<file path="src/rtl/latch_sr_sequencer_if.sv">
// Signal bundle between a requester/latch environment and latch_sr_sequencer.
// The master side issues requests and returns latch readback; the slave side drives the latch.
interface latch_sr_sequencer_if;
    logic request_set;
    logic request_reset;
    logic signal_q;
    logic signal_q_;
    logic latch_enable;
    logic latch_set;
    logic latch_reset;
    logic busy;
    logic done;
    logic conflict;
    logic mismatch;

    modport master (
        output request_set, request_reset, signal_q, signal_q_,
        input  latch_enable, latch_set, latch_reset, busy, done, conflict, mismatch
    );

    modport slave (
        input  request_set, request_reset, signal_q, signal_q_,
        output latch_enable, latch_set, latch_reset, busy, done, conflict, mismatch
    );
endinterface

</file>
<file path="src/rtl/latch_sr_sequencer.sv">
// Sequences single-cycle set/reset requests into a safe gated-SR-latch write:
// S/R setup with enable low, enable pulse, S/R hold, then a readback check.
module latch_sr_sequencer #(
    parameter int unsigned SETUP_CYCLES = 2,
    parameter int unsigned PULSE_CYCLES = 4,
    parameter int unsigned HOLD_CYCLES  = 2,
    parameter int unsigned CNT_WIDTH    = 4
) (
    input logic                 clock,
    input logic                 reset,
    latch_sr_sequencer_if.slave bus
);

    typedef enum logic [2:0] {
        StIdle,
        StSetup,
        StPulse,
        StHold,
        StCheck
    } state_e;

    localparam logic [CNT_WIDTH-1:0] SetupLast = CNT_WIDTH'(SETUP_CYCLES - 1);
    localparam logic [CNT_WIDTH-1:0] PulseLast = CNT_WIDTH'(PULSE_CYCLES - 1);
    localparam logic [CNT_WIDTH-1:0] HoldLast  = CNT_WIDTH'(HOLD_CYCLES - 1);
    localparam logic [CNT_WIDTH-1:0] CntOne    = CNT_WIDTH'(1);

    state_e               state_q, state_d;
    logic [CNT_WIDTH-1:0] cnt_q, cnt_d;
    logic                 expected_q, expected_d;
    logic                 enable_q, enable_d;
    logic                 set_q, set_d;
    logic                 rst_q, rst_d;
    logic                 busy_q, busy_d;
    logic                 done_q, done_d;
    logic                 conflict_q, conflict_d;
    logic                 mismatch_q, mismatch_d;

    // Outputs are registered from the next state so each lines up with the state it belongs to.
    always_comb begin
        state_d    = state_q;
        cnt_d      = cnt_q + CntOne;
        expected_d = expected_q;
        enable_d   = 1'b0;
        set_d      = set_q;
        rst_d      = rst_q;
        busy_d     = 1'b1;
        done_d     = 1'b0;
        conflict_d = 1'b0;
        mismatch_d = 1'b0;

        unique case (state_q)
            StIdle: begin
                cnt_d  = '0;
                busy_d = 1'b0;
                set_d  = 1'b0;
                rst_d  = 1'b0;
                if (bus.request_set && !bus.request_reset) begin
                    state_d    = StSetup;
                    expected_d = 1'b1;
                    set_d      = 1'b1;
                    busy_d     = 1'b1;
                end else if (bus.request_reset && !bus.request_set) begin
                    state_d    = StSetup;
                    expected_d = 1'b0;
                    rst_d      = 1'b1;
                    busy_d     = 1'b1;
                end else if (bus.request_set && bus.request_reset) begin
                    conflict_d = 1'b1;
                end
            end
            StSetup: begin
                if (cnt_q == SetupLast) begin
                    state_d  = StPulse;
                    cnt_d    = '0;
                    enable_d = 1'b1;
                end
            end
            StPulse: begin
                enable_d = 1'b1;
                if (cnt_q == PulseLast) begin
                    state_d  = StHold;
                    cnt_d    = '0;
                    enable_d = 1'b0;
                end
            end
            StHold: begin
                if (cnt_q == HoldLast) begin
                    state_d = StCheck;
                    cnt_d   = '0;
                end
            end
            StCheck: begin
                state_d = StIdle;
                cnt_d   = '0;
                busy_d  = 1'b0;
                set_d   = 1'b0;
                rst_d   = 1'b0;
                done_d  = 1'b1;
                // Unknown readback falls into the else branch and reports a mismatch.
                if ((bus.signal_q == expected_q) && (bus.signal_q_ == !expected_q)) begin
                    mismatch_d = 1'b0;
                end else begin
                    mismatch_d = 1'b1;
                end
            end
            default: begin
                state_d = StIdle;
                cnt_d   = '0;
                busy_d  = 1'b0;
                set_d   = 1'b0;
                rst_d   = 1'b0;
            end
        endcase
    end

    always_ff @(posedge clock) begin
        if (reset) begin
            state_q    <= StIdle;
            cnt_q      <= '0;
            expected_q <= 1'b0;
            enable_q   <= 1'b0;
            set_q      <= 1'b0;
            rst_q      <= 1'b0;
            busy_q     <= 1'b0;
            done_q     <= 1'b0;
            conflict_q <= 1'b0;
            mismatch_q <= 1'b0;
        end else begin
            state_q    <= state_d;
            cnt_q      <= cnt_d;
            expected_q <= expected_d;
            enable_q   <= enable_d;
            set_q      <= set_d;
            rst_q      <= rst_d;
            busy_q     <= busy_d;
            done_q     <= done_d;
            conflict_q <= conflict_d;
            mismatch_q <= mismatch_d;
        end
    end

    assign bus.latch_enable = enable_q;
    assign bus.latch_set    = set_q;
    assign bus.latch_reset  = rst_q;
    assign bus.busy         = busy_q;
    assign bus.done         = done_q;
    assign bus.conflict     = conflict_q;
    assign bus.mismatch     = mismatch_q;

endmodule

</file>
<file path="src/flat_wrapper.sv">
// flat-port wrapper written by rule: the top's interface ports become plain ports
module latch_sr_sequencer_flat 
#(
    parameter int unsigned SETUP_CYCLES = 2,
    parameter int unsigned PULSE_CYCLES = 4,
    parameter int unsigned HOLD_CYCLES  = 2,
    parameter int unsigned CNT_WIDTH    = 4
)
  (clock, reset, bus_request_set, bus_request_reset, bus_signal_q, bus_signal_q_, bus_latch_enable, bus_latch_set, bus_latch_reset, bus_busy, bus_done, bus_conflict, bus_mismatch);
  latch_sr_sequencer_if bus_i ();
  input logic clock;
  input logic reset;
  input wire logic [$bits(bus_i.request_set)-1:0] bus_request_set;
  input wire logic [$bits(bus_i.request_reset)-1:0] bus_request_reset;
  input wire logic [$bits(bus_i.signal_q)-1:0] bus_signal_q;
  input wire logic [$bits(bus_i.signal_q_)-1:0] bus_signal_q_;
  output wire logic [$bits(bus_i.latch_enable)-1:0] bus_latch_enable;
  output wire logic [$bits(bus_i.latch_set)-1:0] bus_latch_set;
  output wire logic [$bits(bus_i.latch_reset)-1:0] bus_latch_reset;
  output wire logic [$bits(bus_i.busy)-1:0] bus_busy;
  output wire logic [$bits(bus_i.done)-1:0] bus_done;
  output wire logic [$bits(bus_i.conflict)-1:0] bus_conflict;
  output wire logic [$bits(bus_i.mismatch)-1:0] bus_mismatch;
  assign bus_i.request_set = bus_request_set;
  assign bus_i.request_reset = bus_request_reset;
  assign bus_i.signal_q = bus_signal_q;
  assign bus_i.signal_q_ = bus_signal_q_;
  assign bus_latch_enable = bus_i.latch_enable;
  assign bus_latch_set = bus_i.latch_set;
  assign bus_latch_reset = bus_i.latch_reset;
  assign bus_busy = bus_i.busy;
  assign bus_done = bus_i.done;
  assign bus_conflict = bus_i.conflict;
  assign bus_mismatch = bus_i.mismatch;
  latch_sr_sequencer #(.SETUP_CYCLES(SETUP_CYCLES), .PULSE_CYCLES(PULSE_CYCLES), .HOLD_CYCLES(HOLD_CYCLES), .CNT_WIDTH(CNT_WIDTH)) u_core (.clock(clock), .reset(reset), .bus(bus_i));
endmodule
</file>
<file path="config.mk">
export PLATFORM = sky130hd
export DESIGN_NAME = latch_sr_sequencer_flat
export DESIGN_NICKNAME = d
export VERILOG_FILES = /design/src/rtl/latch_sr_sequencer_if.sv /design/src/rtl/latch_sr_sequencer.sv /design/src/flat_wrapper.sv
export SDC_FILE = /design/constraint.sdc
export NUM_CORES = 1
export LEC_CHECK = 0
export CAP_MARGIN = 5
export CORE_ASPECT_RATIO = 1.2
export CORE_UTILIZATION = 30
export DETAILED_ROUTE_END_ITERATION = 12
export DONT_BUFFER_PORTS = 1
export PLACE_DENSITY = 0.54
export SETUP_SLACK_MARGIN = 0.4
export SLEW_MARGIN = 25
export SYNTH_ARGS = -nofsm -noshare
export SYNTH_HDL_FRONTEND = slang
export SYNTH_SLANG_ARGS = --single-unit
export TNS_END_PERCENT = 20
</file>
<file path="constraint.sdc">
create_clock -name clock -period 4.2 [get_ports clock]
set_input_delay 0.84 -clock clock [delete_from_list [all_inputs] [get_ports clock]]
set_output_delay 0.84 -clock clock [all_outputs]
set_load 0.1 [all_outputs]
</file>
==> impl_metrics.toml <==
[synth]
synth_edf_count = 0
synth_top_area_share = 0.429
ys_seq_area_frac = 0.429
async_reset_ff_frac = 0
yosys.area_share.simple = 0.252
synthMuxAreaShare = 0.0143
synth_top_area_cell = "dfxtp_1"
ys_top_cells_by_area = "dfxtp_1 (43%), ha_1 (11%), a21oi_1 (3.6%)"
synth_flop_cell = "dfxtp_1"
syn_nets = 86
synth_compound_area_frac = 0.113
synth_cells = 74
synth_top_family_by_area = "simple AND/OR/NAND/NOR gates"
synth.distinct_cells = 32
yosysMostFrequentCell = "dfxtp_1"
synthAdderAreaFrac = 0.107
synth_area_sq_um = 701
ys_ff_latch = 15
synth-xor-area-share = 0.0375
ys_warn_count = 0
ys_top_cells_by_count = "dfxtp_1 (15), ha_1 (6), a21oi_1 (5), nor2_1 (5)"
syn_avg_cell_area_sq_um = 9.47

[power_and_ir_drop]
power.share.switching = 0.300
p_sw_w = 0.0000842
p_comb_frac = 0.093
seqPwrFrac = 0.629
power.density_mw_per_mm2 = 377
internal_power_w = 0.000197
p_leak_nw = 0.272
total_power_w = 0.000281
vdd_drop_max_uv = 188
clkPwrFrac = 0.278

[place]
port_buffers = 0
dp_hpwl_microns = 916
post_dp_cell_area_sq_um = 719
gp_congestion = 0.680

[clocking]
cts-buffers-inserted = 3
hold_buffers = 0
clock_sinks = 15
cts.clk_slew.worst_paths_ps = 90
clock_tree.buffer_depth = 2
post_cts_buffers = 0
h-tree-depth = 1
cts-root-buf = "clkbuf_4"
cts_tree = "done"
clock_latency_ps = 270
cts.repair.resized = 0

[finish]
final_area_sq_um = 746
final_util = 0.349
nNetsFinal = 88
n_antenna_cell = 0
syn2layout_area_growth_pct = 6.43
drive_gt1_frac = 0.0933

[drt]
dr.pass1.iters = 2
routed_via_density = 4.73
wl_microns = 1210
antenna_left = 0
drc = 0
vias = 497
wl_per_cell_microns = 11.5
drt_iter0_drc = 2

[global_route]
grt_pass1_vias = 462
grt-ovfl-total = 0
track_usage = 0.119
grt_start_max_net_pins = 12
antenna_found_initial = 0
grt_pass1_wl_microns = 2040

[setup_path]
endpoint_kind = "output pin"
path_class = "reg -> out"
cp.required_ps = 3360
cp_data_arrival_time_ps = 1240
critPathMaxFanout = 2
start_kind = "register"

[sta]
fin_crit_ps = 2080
fmax_mhz = 482
period_share = 0.494
maxSlewHeadroom = 0.362
finalMaxSlewViolations = 0
hold_viol_final = 0
setup-tns-final_ps = 0
setup_viol = 0
finalClockSkew_ps = 7.16
worst_pin_slew_ps = 955
grt_setup_unrepaired = "false"

[run]
max_cap_viol_count = 0

[die]
dieWidth_microns = 46.1
die_h_microns = 54.9
die_area_sq_mm = 0.00253
core-area_sq_mm = 0.00214
initial_core_util = 0.327
fp-row-count = 18
ios = 13

[status]
status = "completed"

[min_path]
min_path_type = "reg -> reg"
## layer usage
metal / track usage / up-vias / part of all wire
met2: 0.174 / 6 / 0.50
met5: 0 / - / 0
met4: 0.103 / 0 / 0.012
met3: 0.0195 / 2 / 0.026
li1: - / 263 / -
met1: 0.148 / 226 / 0.46
## stage by stage
step	setup slack [ps]	instances	hold WS [ps]
final	2120	105	529
after global routing	2080	105	557
after CTS	2110	105	531
after detailed placement	2370	101	508
after global placement	2400	101	510
after floorplan	2440	74	483
## worst reg2reg max path, cell delays in order, from the launching register on
cell     delay [ps]
dfxtp_1         410
ha_1            210
or3b_4          420
or3_1           370
a21oi_2         150
## power by group through the flow
stage,logic [W],clock network [W],registers (W)
CTS,0.0000269,0.0000827,0.000177
global placement,0.0000264,0,0.000180
detailed placement,0.0000268,0,0.000180
global route,0.0000305,0.0000903,0.000178
floorplan,0.0000280,0,0.000175
finish,0.0000262,0.0000781,0.000177
## sequential cells by signal (all words and copies together) (netlist names)
signal	cells
u_core.bus.conflict	1
u_core.bus.done	1
u_core.bus.mismatch	1
u_core.expected_q	1
u_core.bus.busy	1
u_core.bus.latch_reset	1
u_core.bus.latch_set	1
u_core.bus.latch_enable	1
u_core.state_q	3
u_core.cnt_q	4
## final cells by class
cell class,count,area (sq um)
tap,30,37.5
fill,233,1390
multi-input combinational,52,367
sequential,15,300
inverter,4,15.0
clock buffer,4,26.3
## placed cells by master (no fill, tap or decap)
cell       count
a2bb2oi_1      1
a21oi_2        1
and4_1         1
nand3_1        1
o21ai_1        1
nand2_1        4
xor2_1         1
clkbuf_1       1
clkbuf_4       3
or2_1          1
o21ai_0        3
inv_1          4
nor3_1         4
or2b_1         1
nor2b_1        1
or2_2          1
ha_1           6
or3_1          1
mux2i_1        1
nor2_1         5
xnor2_1        2
or3b_4         1
nor3b_1        1
or2_0          1
o211ai_1       1
a21oi_1        5
nor4_1         2
and4bb_2       1
or3b_1         1
o2bb2ai_1      1
dfxtp_1       15
nor4b_1        2
## cells by family after synthesis
family	count (synthesis)
AOI/OAI and AO/OA	13
and+or+nand+nor	29
xor gates and xnor gates	3
DFF	15
muxes	1
adders and majority gates	6
buffers and inverters	7
## final timing paths
path,end,cells past startpoint,slack [ps],start
worst max-delay path,bus_latch_reset,0,2120,u_core.bus.latch_reset
worst min register to register,u_core.expected_q,2,530,u_core.expected_q
worst max register to register,u_core.bus.latch_enable,4,2570,u_core.cnt_q[0]
worst min-delay path,u_core.expected_q,2,530,u_core.expected_q
Power figures use the tool's default switching activity.
